===== config.mk =====
export PLATFORM = sky130hd
export DESIGN_NAME = col_addr_skid_buf
export DESIGN_NICKNAME = d
export VERILOG_FILES = /design/src/rtl/scu_memshare_pkg.sv /design/src/rtl/col_addr_skid_buf.sv
export SDC_FILE = /design/constraint.sdc
export NUM_CORES = 1
export LEC_CHECK = 0
export ABC_AREA = 1
export ABC_CLOCK_PERIOD_IN_PS = 4150
export BUFFER_PORTS_ARGS = -buffer_cell sky130_fd_sc_hd__buf_2
export CORE_MARGIN = 8
export CORE_UTILIZATION = 49
export CTS_CLUSTER_SIZE = 28
export DETAILED_ROUTE_END_ITERATION = 6
export GPL_TIMING_DRIVEN = 0
export PLACE_DENSITY = 0.85
export SYNTH_ARGS = -nofsm -noshare
export SYNTH_HDL_FRONTEND = slang
export SYNTH_SLANG_ARGS = --single-unit
export TNS_END_PERCENT = 20

===== constraint.sdc =====
create_clock -name sys_clk -period 4.15 [get_ports sys_clk]
set_input_delay 0.415 -clock sys_clk [delete_from_list [all_inputs] [get_ports sys_clk]]
set_output_delay 0.415 -clock sys_clk [all_outputs]
set_load 0.05 [all_outputs]

===== src/rtl/scu_memshare_pkg.sv =====
// Shared types and constants for the SCU memShare column-address path.
package scu_memshare_pkg;

    localparam int unsigned COL_ADDR_W = 5;

    // Enumerators are prefixed so they do not clash with the SKID select constant below.
    typedef enum logic [1:0] {
        StPass  = 2'd0,
        StSkid  = 2'd1,
        StDrain = 2'd2
    } skid_buf_state_e;

    localparam logic NOSKID = 1'b0;
    localparam logic SKID   = 1'b1;

endpackage


===== src/rtl/col_addr_skid_buf.sv =====
// Column-address skid buffer between the upstream address source and the shifter.
// Define COL_ADDR_SKID_ERR_CHK_EN to build the over-length skid counter and sticky error.
module col_addr_skid_buf
    import scu_memshare_pkg::*;
#(
    parameter int unsigned ADDR_W            = COL_ADDR_W,
    parameter int unsigned MAX_ALLOC_SEQ_NUM = 2
) (
    input  logic              sys_clk,
    input  logic              rst,
    input  logic [ADDR_W-1:0] col_addr_i,
    input  logic              col_addr_valid_i,
    output logic              col_addr_ready_o,
    input  logic              isColAddr_skid_i,
    input  logic              pipeCycle_begin_i,
    output logic [ADDR_W-1:0] col_addr_o,
    output logic              col_addr_valid_o,
    input  logic              col_addr_ready_i,
    output logic [1:0]        skid_state_o,
    output logic              skid_err_o
);

    skid_buf_state_e stateQ, stateD;
    logic [ADDR_W-1:0] colAddrQ, colAddrD;
    logic [ADDR_W-1:0] skidRegQ, skidRegD;
    logic colAddrValidQ, colAddrValidD;
    logic skidFullQ, skidFullD;
    logic adv, acc;

    assign adv              = !colAddrValidQ || col_addr_ready_i;
    assign col_addr_ready_o = adv && (stateQ != StDrain);
    assign acc              = col_addr_valid_i && col_addr_ready_o;

    always_comb begin
        stateD        = stateQ;
        colAddrD      = colAddrQ;
        colAddrValidD = colAddrValidQ;
        skidRegD      = skidRegQ;
        skidFullD     = skidFullQ;
        if (adv) begin
            case (stateQ)
                StPass: begin
                    if (acc && ((isColAddr_skid_i == NOSKID) || pipeCycle_begin_i)) begin
                        colAddrD      = col_addr_i;
                        colAddrValidD = 1'b1;
                    end else if (acc) begin
                        // Park the address and emit one bubble.
                        skidRegD      = col_addr_i;
                        skidFullD     = 1'b1;
                        colAddrValidD = 1'b0;
                        stateD        = StSkid;
                    end else begin
                        colAddrValidD = 1'b0;
                    end
                end
                StSkid: begin
                    if ((isColAddr_skid_i == NOSKID) && pipeCycle_begin_i) begin
                        // Pipeline boundary: the parked entry is dropped, input goes straight out.
                        skidFullD     = 1'b0;
                        colAddrValidD = acc;
                        if (acc) begin
                            colAddrD = col_addr_i;
                        end
                        stateD = StPass;
                    end else begin
                        colAddrD      = skidRegQ;
                        colAddrValidD = skidFullQ;
                        skidRegD      = col_addr_i;
                        skidFullD     = acc;
                        if (isColAddr_skid_i == NOSKID) begin
                            stateD = StDrain;
                        end
                    end
                end
                StDrain: begin
                    colAddrD      = skidRegQ;
                    colAddrValidD = skidFullQ;
                    skidFullD     = 1'b0;
                    stateD        = StPass;
                end
                default: begin
                    stateD = StPass;
                end
            endcase
        end
    end

    always_ff @(posedge sys_clk) begin
        if (rst) begin
            stateQ        <= StPass;
            colAddrQ      <= '0;
            colAddrValidQ <= 1'b0;
            skidRegQ      <= '0;
            skidFullQ     <= 1'b0;
        end else begin
            stateQ        <= stateD;
            colAddrQ      <= colAddrD;
            colAddrValidQ <= colAddrValidD;
            skidRegQ      <= skidRegD;
            skidFullQ     <= skidFullD;
        end
    end

    assign col_addr_o       = colAddrQ;
    assign col_addr_valid_o = colAddrValidQ;
    assign skid_state_o     = stateQ;

`ifdef COL_ADDR_SKID_ERR_CHK_EN
    localparam int unsigned CntW = $clog2(MAX_ALLOC_SEQ_NUM + 2);
    localparam logic [CntW-1:0] CntMax = CntW'(MAX_ALLOC_SEQ_NUM + 1);

    logic [CntW-1:0] skidCntQ, skidCntD;
    logic skidErrQ, skidErrD;

    always_comb begin
        skidCntD = skidCntQ;
        if (adv && (stateQ == StSkid)) begin
            if (stateD != StSkid) begin
                skidCntD = '0;
            end else if (skidCntQ != CntMax) begin
                skidCntD = skidCntQ + CntW'(1);
            end
        end
        skidErrD = skidErrQ || (skidCntD == CntMax);
    end

    always_ff @(posedge sys_clk) begin
        if (rst) begin
            skidCntQ <= '0;
            skidErrQ <= 1'b0;
        end else begin
            skidCntQ <= skidCntD;
            skidErrQ <= skidErrD;
        end
    end

    assign skid_err_o = skidErrQ;
`else
    logic unusedMaxSeq;
    assign unusedMaxSeq = (MAX_ALLOC_SEQ_NUM != 0);
    assign skid_err_o   = 1'b0;
`endif

endmodule


==> key figures, run 1 <==
Worst hold path
  • Hold Path Sink: skidRegQ[2]
  • Worst hold stages: 4
  • Min-delay src: rst
  • HP Class: input port to flip-flop

CTS
  • Total CTS buffers: 3
  • CTS resizes: 0
  • CTS root buf: clkbuf_4
  • Clock slew at reported path FFs: 90 ps
  • Max clock buf depth: 2
  • H-tree depth: 1
  • Cts hold-fix bufs: 0
  • Clk_lat worst skew: 290 ps
  • Setup Buffers After CTS: 0
  • CTS tree: built
  • CTS sink count: 14

Timing
  • Period utilisation layout: 44.4%
  • Total negative slack: 0 ps
  • Tmin final: 1840 ps
  • FMAX: 542 MHz
  • Min setup slack post-route: 2310 ps
  • Clock skew: 9.84 ps
  • RSZ-0062 raised after global routing: false
  • Setup violators final: 0
  • Pins Over Slew Limit: 0
  • Final Hold Violating Endpoints: 0

Die
  • Die X: 59.0 um
  • Die Span Y: 59.0 um
  • IO Pins: 21
  • Core Region: 1730 um2
  • Core Rows: 15
  • Initial cell density of the core: 52.5%
  • Die area: 3480 um2

Synthesis
  • Synthesis-stage register bit count: 14
  • Syn nets: 154
  • Post-Syn Area: 906 um2
  • Post-Syn Area per Cell: 6.56 um2
  • Synth warnings: 0
  • Sequential-to-total area share from yosys stat: 30.9%
  • Cells after Synth: 138
  • Cell variety after synth: 22

Routing
  • Initial DRC count: 42
  • Antenna Nets Post-Route: 0
  • First-pass DRT Iterations: 4
  • Wirelength per Cell: 10.8 um
  • Residual DRC: 0
  • DR vias: 897
  • WL final: 2.01 mm
  • DR vias/cell: 4.82

Power
  • Worst-case vdd ir drop: 0.000480 V
  • Clk pwr share: 10.7%
  • Switching Share: 54.3%
  • Internal power: 0.419 mW
  • Comb pwr share: 66.0%
  • Leak: 0.559 nW
  • Seq pwr share: 23.3%
  • PD cells: 859 nW/um2
  • P_sw: 0.499 mW

Placement
  • DP Worst Slack: 2440 ps
  • Input/output buffers: 19
  • Placer Congestion: 0.839
  • DP Wirelength: 1.56 mm

Setup path
  • FF-to-FF End: col_addr_o[3]
  • CP bufs+invs: 2
  • Crit. End Element: primary output
  • Worst path top cell family by delay: flip-flops
  • Slowest-stage cell, CP: dfxtp_1
  • Startpoint types: flip-flop
  • CP peak stage delay: 400 ps
  • Setup slack, reg-to-reg: 2420 ps
  • CP arrival: 1430 ps
  • CP Class: flip-flop to primary output
  • Crit-path max FO: 5
  • Worst r2r src: skid_state_o[0]
  • CP required: 3730 ps
  • Worst Reg-to-Reg Cells: 8
  • Crit path cell chain: inv_1 -> ha_1 -> nor2_1 -> buf_2

Layout
  • Commonest non-fill, non-tap cell in the layout: nand2_1
  • Fin nets: 178
  • Most frequent cells in the layout: 26 x nand2_1, 24 x nor2_1, 22 x inv_1
  • Synth-to-Final Area Change: 18.0%
  • Ant. Diodes: 0
  • Fraction of layout cells with a size suffix above 1: 20.5%

Global route
  • Vias in the first global route: 816
  • First-pass GRT wire length: 3.34 mm
  • Initial antenna violation count: 0
  • GRT Total Usage: 11.9%
  • Grt ovf: 0
  • Largest net degree at the start of global routing: 11

Run
  • Max_cap viols: 0

Status
  • Status: complete, no violations
==> synthesized netlist by cell type, drive strengths merged <==
master | count | area [um2]
nand3 | 15 | 87.6
nor3 | 1 | 16.3
o21ai | 8 | 51.3
nand4 | 1 | 6.26
dfxtp | 14 | 280
a21oi | 11 | 55.1
buf | 3 | 22.5
nor2 | 25 | 101
nand3b | 1 | 7.51
inv | 23 | 86.3
clkbuf | 1 | 3.75
nand2 | 29 | 121
conb | 1 | 3.75
ha | 5 | 62.6
==> state kept, by name, summed over array words and instances, names as in the netlist <==
| register | count |
|---|---|
| col_addr_o | 5 |
| skidRegQ | 5 |
| skid_state_o | 2 |
| col_addr_valid_o | 1 |
| skidFullQ | 1 |
==> routing by layer <==
layer	share of wire [%]	track usage, %	up-vias
met2	49	19.6	28
met3	8.4	4.56	4
li1	-	-	475
met5	0	0	-
met4	0.85	3.41	0
met1	41	13.9	390
==> cells by family after synthesis <==
kind of cell / count (synthesis) / share of synthesized area (%)
AND/OR/NAND/NOR: 72 / 37.6
flip-flops: 14 / 30.9
AO/OA/AOI/OAI: 19 / 11.7
adder cells (fa/ha/maj): 5 / 6.91
other: 1 / 0.414
buffers and inverters: 27 / 12.4
==> through the flow <==
step           cell area [um2]  utilization (%)  hold slack (ps)  std cells  power, mW
5_1_grt                   1070             61.9              452        186       1.00
6_report                  1070             61.9              420        186      0.918
3_5_place_dp              1030             59.8              481        182      0.819
4_1_cts                   1070             61.9              422        186      0.917
3_3_place_gp              1030             59.8              463        182      0.799
2_1_floorplan              906                -              452        138      0.696
==> worst register-to-register path, stage by stage, from the launching register on <==
cell      delay (ps)
dfxtp_1          400
inv_1            100
ha_1             280
clkbuf_1         290
o21ai_0          150
inv_1            150
o21ai_0          110
nor2_1            90
nor2_1            60
==> final cells by class <==
class                           instances  area [um2]
Inverter                               23        86.3
Tap cell                               25        31.3
Multi-Input combinational cell         97         513
Timing Repair Buffer                   19        95.1
Fill cell                             178         658
Buffer                                  4        26.3
Clock buffer                            4        36.3
Sequential cell                        14         280
==> worst max path at each step <==
stage	start	endpoint	slack [ps]	depth (start not counted)
final	skid_state_o[0]	col_addr_ready_o	2310	4
after detailed placement	skid_state_o[0]	col_addr_o[2]	2440	8
after global routing	skid_state_o[0]	col_addr_ready_o	2200	4
after floorplan	skid_state_o[0]	col_addr_valid_o	1930	7
after CTS	skid_state_o[0]	col_addr_ready_o	2290	4
after global placement	skid_state_o[0]	col_addr_o[3]	2470	8
==> power by group through the flow <==
stage	logic, mW	clock network, mW	registers [mW]
detailed placement	0.602	0	0.217
floorplan	0.382	0	0.314
finish	0.606	0.0980	0.214
CTS	0.604	0.0994	0.214
global placement	0.584	0	0.215
global route	0.673	0.106	0.222
No activity file was read; power rests on OpenSTA's default activity.
==> run 2, diff against run 1 <==
--- a/config.mk
+++ b/config.mk
@@ -6,7 +6,7 @@
 export NUM_CORES = 1
 export LEC_CHECK = 0
 export ABC_AREA = 1
-export ABC_CLOCK_PERIOD_IN_PS = 4150
+export ABC_CLOCK_PERIOD_IN_PS = 1800
 export BUFFER_PORTS_ARGS = -buffer_cell sky130_fd_sc_hd__buf_2
 export CORE_MARGIN = 8
 export CORE_UTILIZATION = 49
==> constraint.sdc (replaced) <==
create_clock -name sys_clk -period 1.8 [get_ports sys_clk]
set_input_delay 0.18 -clock sys_clk [delete_from_list [all_inputs] [get_ports sys_clk]]
set_output_delay 0.18 -clock sys_clk [all_outputs]
set_load 0.05 [all_outputs]
==> key figures, run 2 (synthesized netlist as in run 1, its figures left out) <==
Routing
  • Antenna Nets Post-Route: 0
  • WL final: 1.99 mm
  • Wirelength per Cell: 10.7 um
  • Residual DRC: 0
  • DR vias: 900
  • DR vias/cell: 4.86
  • First-pass DRT Iterations: 4
  • Initial DRC count: 20

Layout
  • Synth-to-Final Area Change: 18.5%
  • Non-Filler Instances: 185
  • Cell area after layout: 1070 um2
  • Fin nets: 177
  • Finished Core Util: 62.2%
  • Commonest non-fill, non-tap cell in the layout: nand2_1
  • Most frequent cells in the layout: 26 x nand2_1, 23 x nor2_1, 22 x inv_1
  • Filler cells: 162
  • Ant. Diodes: 0
  • Fraction of layout cells with a size suffix above 1: 21.9%

Power
  • PD cells: 1980 nW/um2
  • Worst-case vdd ir drop: 0.00104 V
  • Leak: 0.561 nW
  • Tot Pwr: 2.12 mW

Placement
  • Input/output buffers: 19
  • Placed Instances: 182
  • DP Wirelength: 1.57 mm
  • DP Worst Slack: 95.5 ps
  • Area after DPL: 1040 um2
  • Placer Congestion: 0.793

Die
  • IO Pins: 21
  • Core Region: 1730 um2
  • Initial cell density of the core: 52.5%
  • Die Span Y: 59.0 um
  • Die X: 59.0 um
  • Core Rows: 15
  • Die area: 3480 um2

Timing
  • Final Hold Violating Endpoints: 0
  • Total negative slack: 0 ps
  • RSZ-0062 raised after global routing: true
  • Setup violators final: 0
  • Period utilisation layout: 93.8%
  • Pins Over Slew Limit: 0
  • Min Hold Slack: 174 ps
  • Tmin final: 1690 ps
  • Min setup slack post-route: 112 ps
  • FMAX: 592 MHz
  • Clock skew: 9.55 ps

CTS
  • CTS tree: built
  • CTS sink count: 14
  • CTS root buf: clkbuf_4
  • Clock slew at reported path FFs: 90 ps
  • H-tree depth: 1
  • Cts hold-fix bufs: 0
  • Clk_lat worst skew: 290 ps
  • Total CTS buffers: 3
  • CTS resizes: 0
  • Max clock buf depth: 2

Setup path
  • Worst Reg-to-Reg Cells: 9
  • Most numerous cell on the critical path: inv_1
  • CP Class: flip-flop to flip-flop
  • WP depth: 9
  • Slowest-stage cell, CP: dfxtp_2
  • CP peak stage delay: 370 ps
  • CP required: 1980 ps
  • CP arrival: 1870 ps
  • Crit-path max FO: 10
  • Crit path cell chain: inv_1 -> ha_1 -> inv_1 -> nand3_4 -> o21ai_4 -> buf_6 -> nand3_1 -> nand2_1 -> nor2_1
  • Crit. End Element: flip-flop
  • Startpoint types: flip-flop
  • CP bufs+invs: 3
  • Worst path top cell family by delay: buffers and inverters

Global route
  • Grt ovf: 0
  • Initial antenna violation count: 0
  • First-pass GRT wire length: 3.20 mm
  • Vias in the first global route: 783
  • Largest net degree at the start of global routing: 11
  • GRT Total Usage: 12.0%

Worst hold path
  • Worst hold stages: 4
  • HP Class: input port to flip-flop

Run
  • Max_cap viols: 0

Status
  • Status: complete, no violations
[run 2: changes by cell type in the layout (fill, tap and decap cells not counted), sizes merged]
| cell | delta |
|---|---|
| clkbuf | -1 |
[run 2: final timing paths]
check | slack (ps) | from | endpoint
worst max-delay path | 110 | skid_state_o[0] | skidRegQ[4]
worst min-delay path | 170 | rst | skidRegQ[2]
worst max register to register | 110 | skid_state_o[0] | skidRegQ[4]
worst min register to register | 490 | skidRegQ[0] | skidRegQ[0]
[run 2: where the power goes]
group	internal (mW)	switching [mW]
combinational	0.432	0.968
clock	0.123	0.104
sequential	0.425	0.0714
total	0.980	1.14
[run 2: area by class of cell]
type / instances / area [um2] / share of cell area (%)
Buffer: 3 / 22.5 / 2.10
Clock buffer: 4 / 36.3 / 3.38
Inverter: 23 / 86.3 / 8.04
Multi-Input combinational cell: 97 / 520 / 48.5
Sequential cell: 14 / 282 / 26.2
Tap cell: 25 / 31.3 / 2.91
Timing Repair Buffer: 19 / 95.1 / 8.86
[run 2: timing repair]
| item | 4_1_cts | 5_1_grt |
|---|---|---|
| setup endpoints to repair | 0 | 6 |
| setup buffers | 0 | 0 |
| hold endpoints to repair | 0 | 0 |
[run 2: routing by layer]
| layer | global-route usage (%) | vias to the layer above | wire length [um] |
|---|---|---|---|
| li1 | - | 472 | - |
| met1 | 12.8 | 394 | 817 |
| met2 | 20.1 | 29 | 989 |
| met3 | 4.56 | 5 | 137 |
| met4 | 6.48 | 0 | 43 |
| met5 | 0 | - | 0 |
[run 2: worst min-delay path, stage by stage]
cell and delay, ps:
buf_2 70, inv_1 70, nand2_1 70, nor2_1 30
==> run 3, diff against run 2 <==
--- a/config.mk
+++ b/config.mk
@@ -6,14 +6,14 @@
 export NUM_CORES = 1
 export LEC_CHECK = 0
 export ABC_AREA = 1
-export ABC_CLOCK_PERIOD_IN_PS = 1800
+export ABC_CLOCK_PERIOD_IN_PS = 1650
 export BUFFER_PORTS_ARGS = -buffer_cell sky130_fd_sc_hd__buf_2
 export CORE_MARGIN = 8
 export CORE_UTILIZATION = 49
 export CTS_CLUSTER_SIZE = 28
 export DETAILED_ROUTE_END_ITERATION = 6
 export GPL_TIMING_DRIVEN = 0
-export PLACE_DENSITY = 0.85
+export PLACE_DENSITY = 0.8
 export SYNTH_ARGS = -nofsm -noshare
 export SYNTH_HDL_FRONTEND = slang
 export SYNTH_SLANG_ARGS = --single-unit
==> constraint.sdc (replaced) <==
create_clock -name sys_clk -period 1.65 [get_ports sys_clk]
set_input_delay 0.165 -clock sys_clk [delete_from_list [all_inputs] [get_ports sys_clk]]
set_output_delay 0.165 -clock sys_clk [all_outputs]
set_load 0.05 [all_outputs]
==> key figures, run 3 (synthesized netlist as in run 1, its figures left out) <==
Setup path
  • FF-to-FF End: skidRegQ[4]
  • Worst r2r src: skid_state_o[0]
  • CP Class: flip-flop to primary output
  • Crit-path max FO: 4
  • CP required: 1480 ps
  • Worst Reg-to-Reg Cells: 9
  • CP arrival: 1400 ps
  • Startpoint types: flip-flop
  • Crit path from: col_addr_valid_o
  • Crit. End Element: primary output
  • Setup slack, reg-to-reg: 90 ps

Global route
  • First-pass GRT wire length: 3.51 mm
  • GRT Total Usage: 12.4%
  • Largest net degree at the start of global routing: 11
  • Grt ovf: 0
  • Vias in the first global route: 856
  • Initial antenna violation count: 0

Layout
  • Synth-to-Final Area Change: 22.0%
  • Finished Core Util: 64.0%
  • Fin nets: 181
  • Non-Filler Instances: 189
  • Most frequent cells in the layout: 27 x nand2_1, 23 x nor2_1, 21 x inv_1
  • Ant. Diodes: 0
  • Commonest non-fill, non-tap cell in the layout: nand2_1
  • Filler cells: 170
  • Fraction of layout cells with a size suffix above 1: 26.2%

Routing
  • Initial DRC count: 13
  • Antenna Nets Post-Route: 0
  • DR vias: 928
  • DR vias/cell: 4.91
  • First-pass DRT Iterations: 4
  • Wirelength per Cell: 11.6 um
  • Residual DRC: 0
  • WL final: 2.18 mm

Worst hold path
  • HP Class: input port to flip-flop
  • Hold Path Sink: col_addr_o[1]
  • Min-delay src: rst
  • Worst hold stages: 4

Die
  • Die Span Y: 59.0 um
  • Core Region: 1730 um2
  • Die area: 3480 um2
  • Initial cell density of the core: 52.5%
  • Die X: 59.0 um
  • IO Pins: 21
  • Core Rows: 15

Placement
  • Input/output buffers: 19
  • DP Wirelength: 1.63 mm
  • Placed Instances: 182
  • DP Worst Slack: -37.6 ps
  • Placer Congestion: 0.792

CTS
  • Clk_lat worst skew: 280 ps
  • H-tree depth: 1
  • CTS root buf: clkbuf_4
  • CTS sink count: 14
  • CTS tree: built
  • Total CTS buffers: 3
  • Clock slew at reported path FFs: 80 ps
  • Cts hold-fix bufs: 0
  • Max clock buf depth: 2

Timing
  • Pins Over Slew Limit: 0
  • FMAX: 638 MHz
  • Final Hold Violating Endpoints: 0
  • Setup violators final: 0
  • Min setup slack post-route: 82.3 ps
  • Period utilisation layout: 95.0%
  • Tmin final: 1570 ps
  • Clock skew: 4.10 ps

Status
  • Status: complete, no violations

Power
  • Tot Pwr: 2.43 mW
  • PD cells: 2200 nW/um2
  • Leak: 0.571 nW
  • Worst-case vdd ir drop: 0.00124 V

Run
  • Max_cap viols: 0
## run 3: cell types whose count changed in the layout (fill, tap and decap cells not counted), sizes merged
cell,delta
buf,+3
nand2,+1
## run 3: worst max-delay path by stage
stage / slack (ps) / endpoint / cells after the start
6_report: 80 / col_addr_ready_o / 4
5_1_grt: -10 / skidRegQ[1] / 8
4_1_cts: -9 / skidRegQ[4] / 9
3_5_place_dp: -40 / skidRegQ[4] / 9
3_3_place_gp: 20 / col_addr_o[1] / 8
2_1_floorplan: 20 / col_addr_o[0] / 8
## run 3: worst max-delay path: stages, from the launching register on
cell,delay [ps]
dfxtp_1,420
inv_1,60
nor2_1,370
nor2_4,50
buf_2,220
## run 3: cell type report
type                    count  area [um2]  area share (%)
well taps                  25        31.3            2.83
multi-input cells          98         536            48.5
repair buffers             22         118            10.6
inverters                  23        86.3            7.81
clock buffers               4        26.3            2.38
flip-flops and latches     14         285            25.8
plain buffers               3        22.5            2.04
## run 3: power breakdown
| part | switching, mW | internal (mW) | leakage (nW) |
|---|---|---|---|
| Sequential | 0.0802 | 0.469 | 0.117 |
| Combinational | 1.12 | 0.554 | 0.439 |
| Clock | 0.110 | 0.0940 | 0.0150 |
## run 3: per-stage QoR
stage               TNS, ps  cell area, um2  hold WS [ps]
floorplan                 0             918           352
global placement          0            1040           460
detailed placement    -75.6            1040           464
CTS                   -8.80            1070           165
global route          -28.5            1100           205
finish                    0            1100           173
## run 3: layer usage
metal  GRT usage, %  vias to the layer above  share of wire [%]
met4           3.41                        0               0.55
li1               -                      481                  -
met3           4.34                        3                6.0
met1           14.2                      421                 43
met5              0                        -                  0
met2           21.2                       23                 50
## run 3: what timing repair did
item                                    in CTS  in global routing
gates resized for setup                      1                  7
gates cloned                                 0                  1
endpoints found under the setup margin       7                 12
pin swaps                                    0                  2
setup buffers                                0                  3
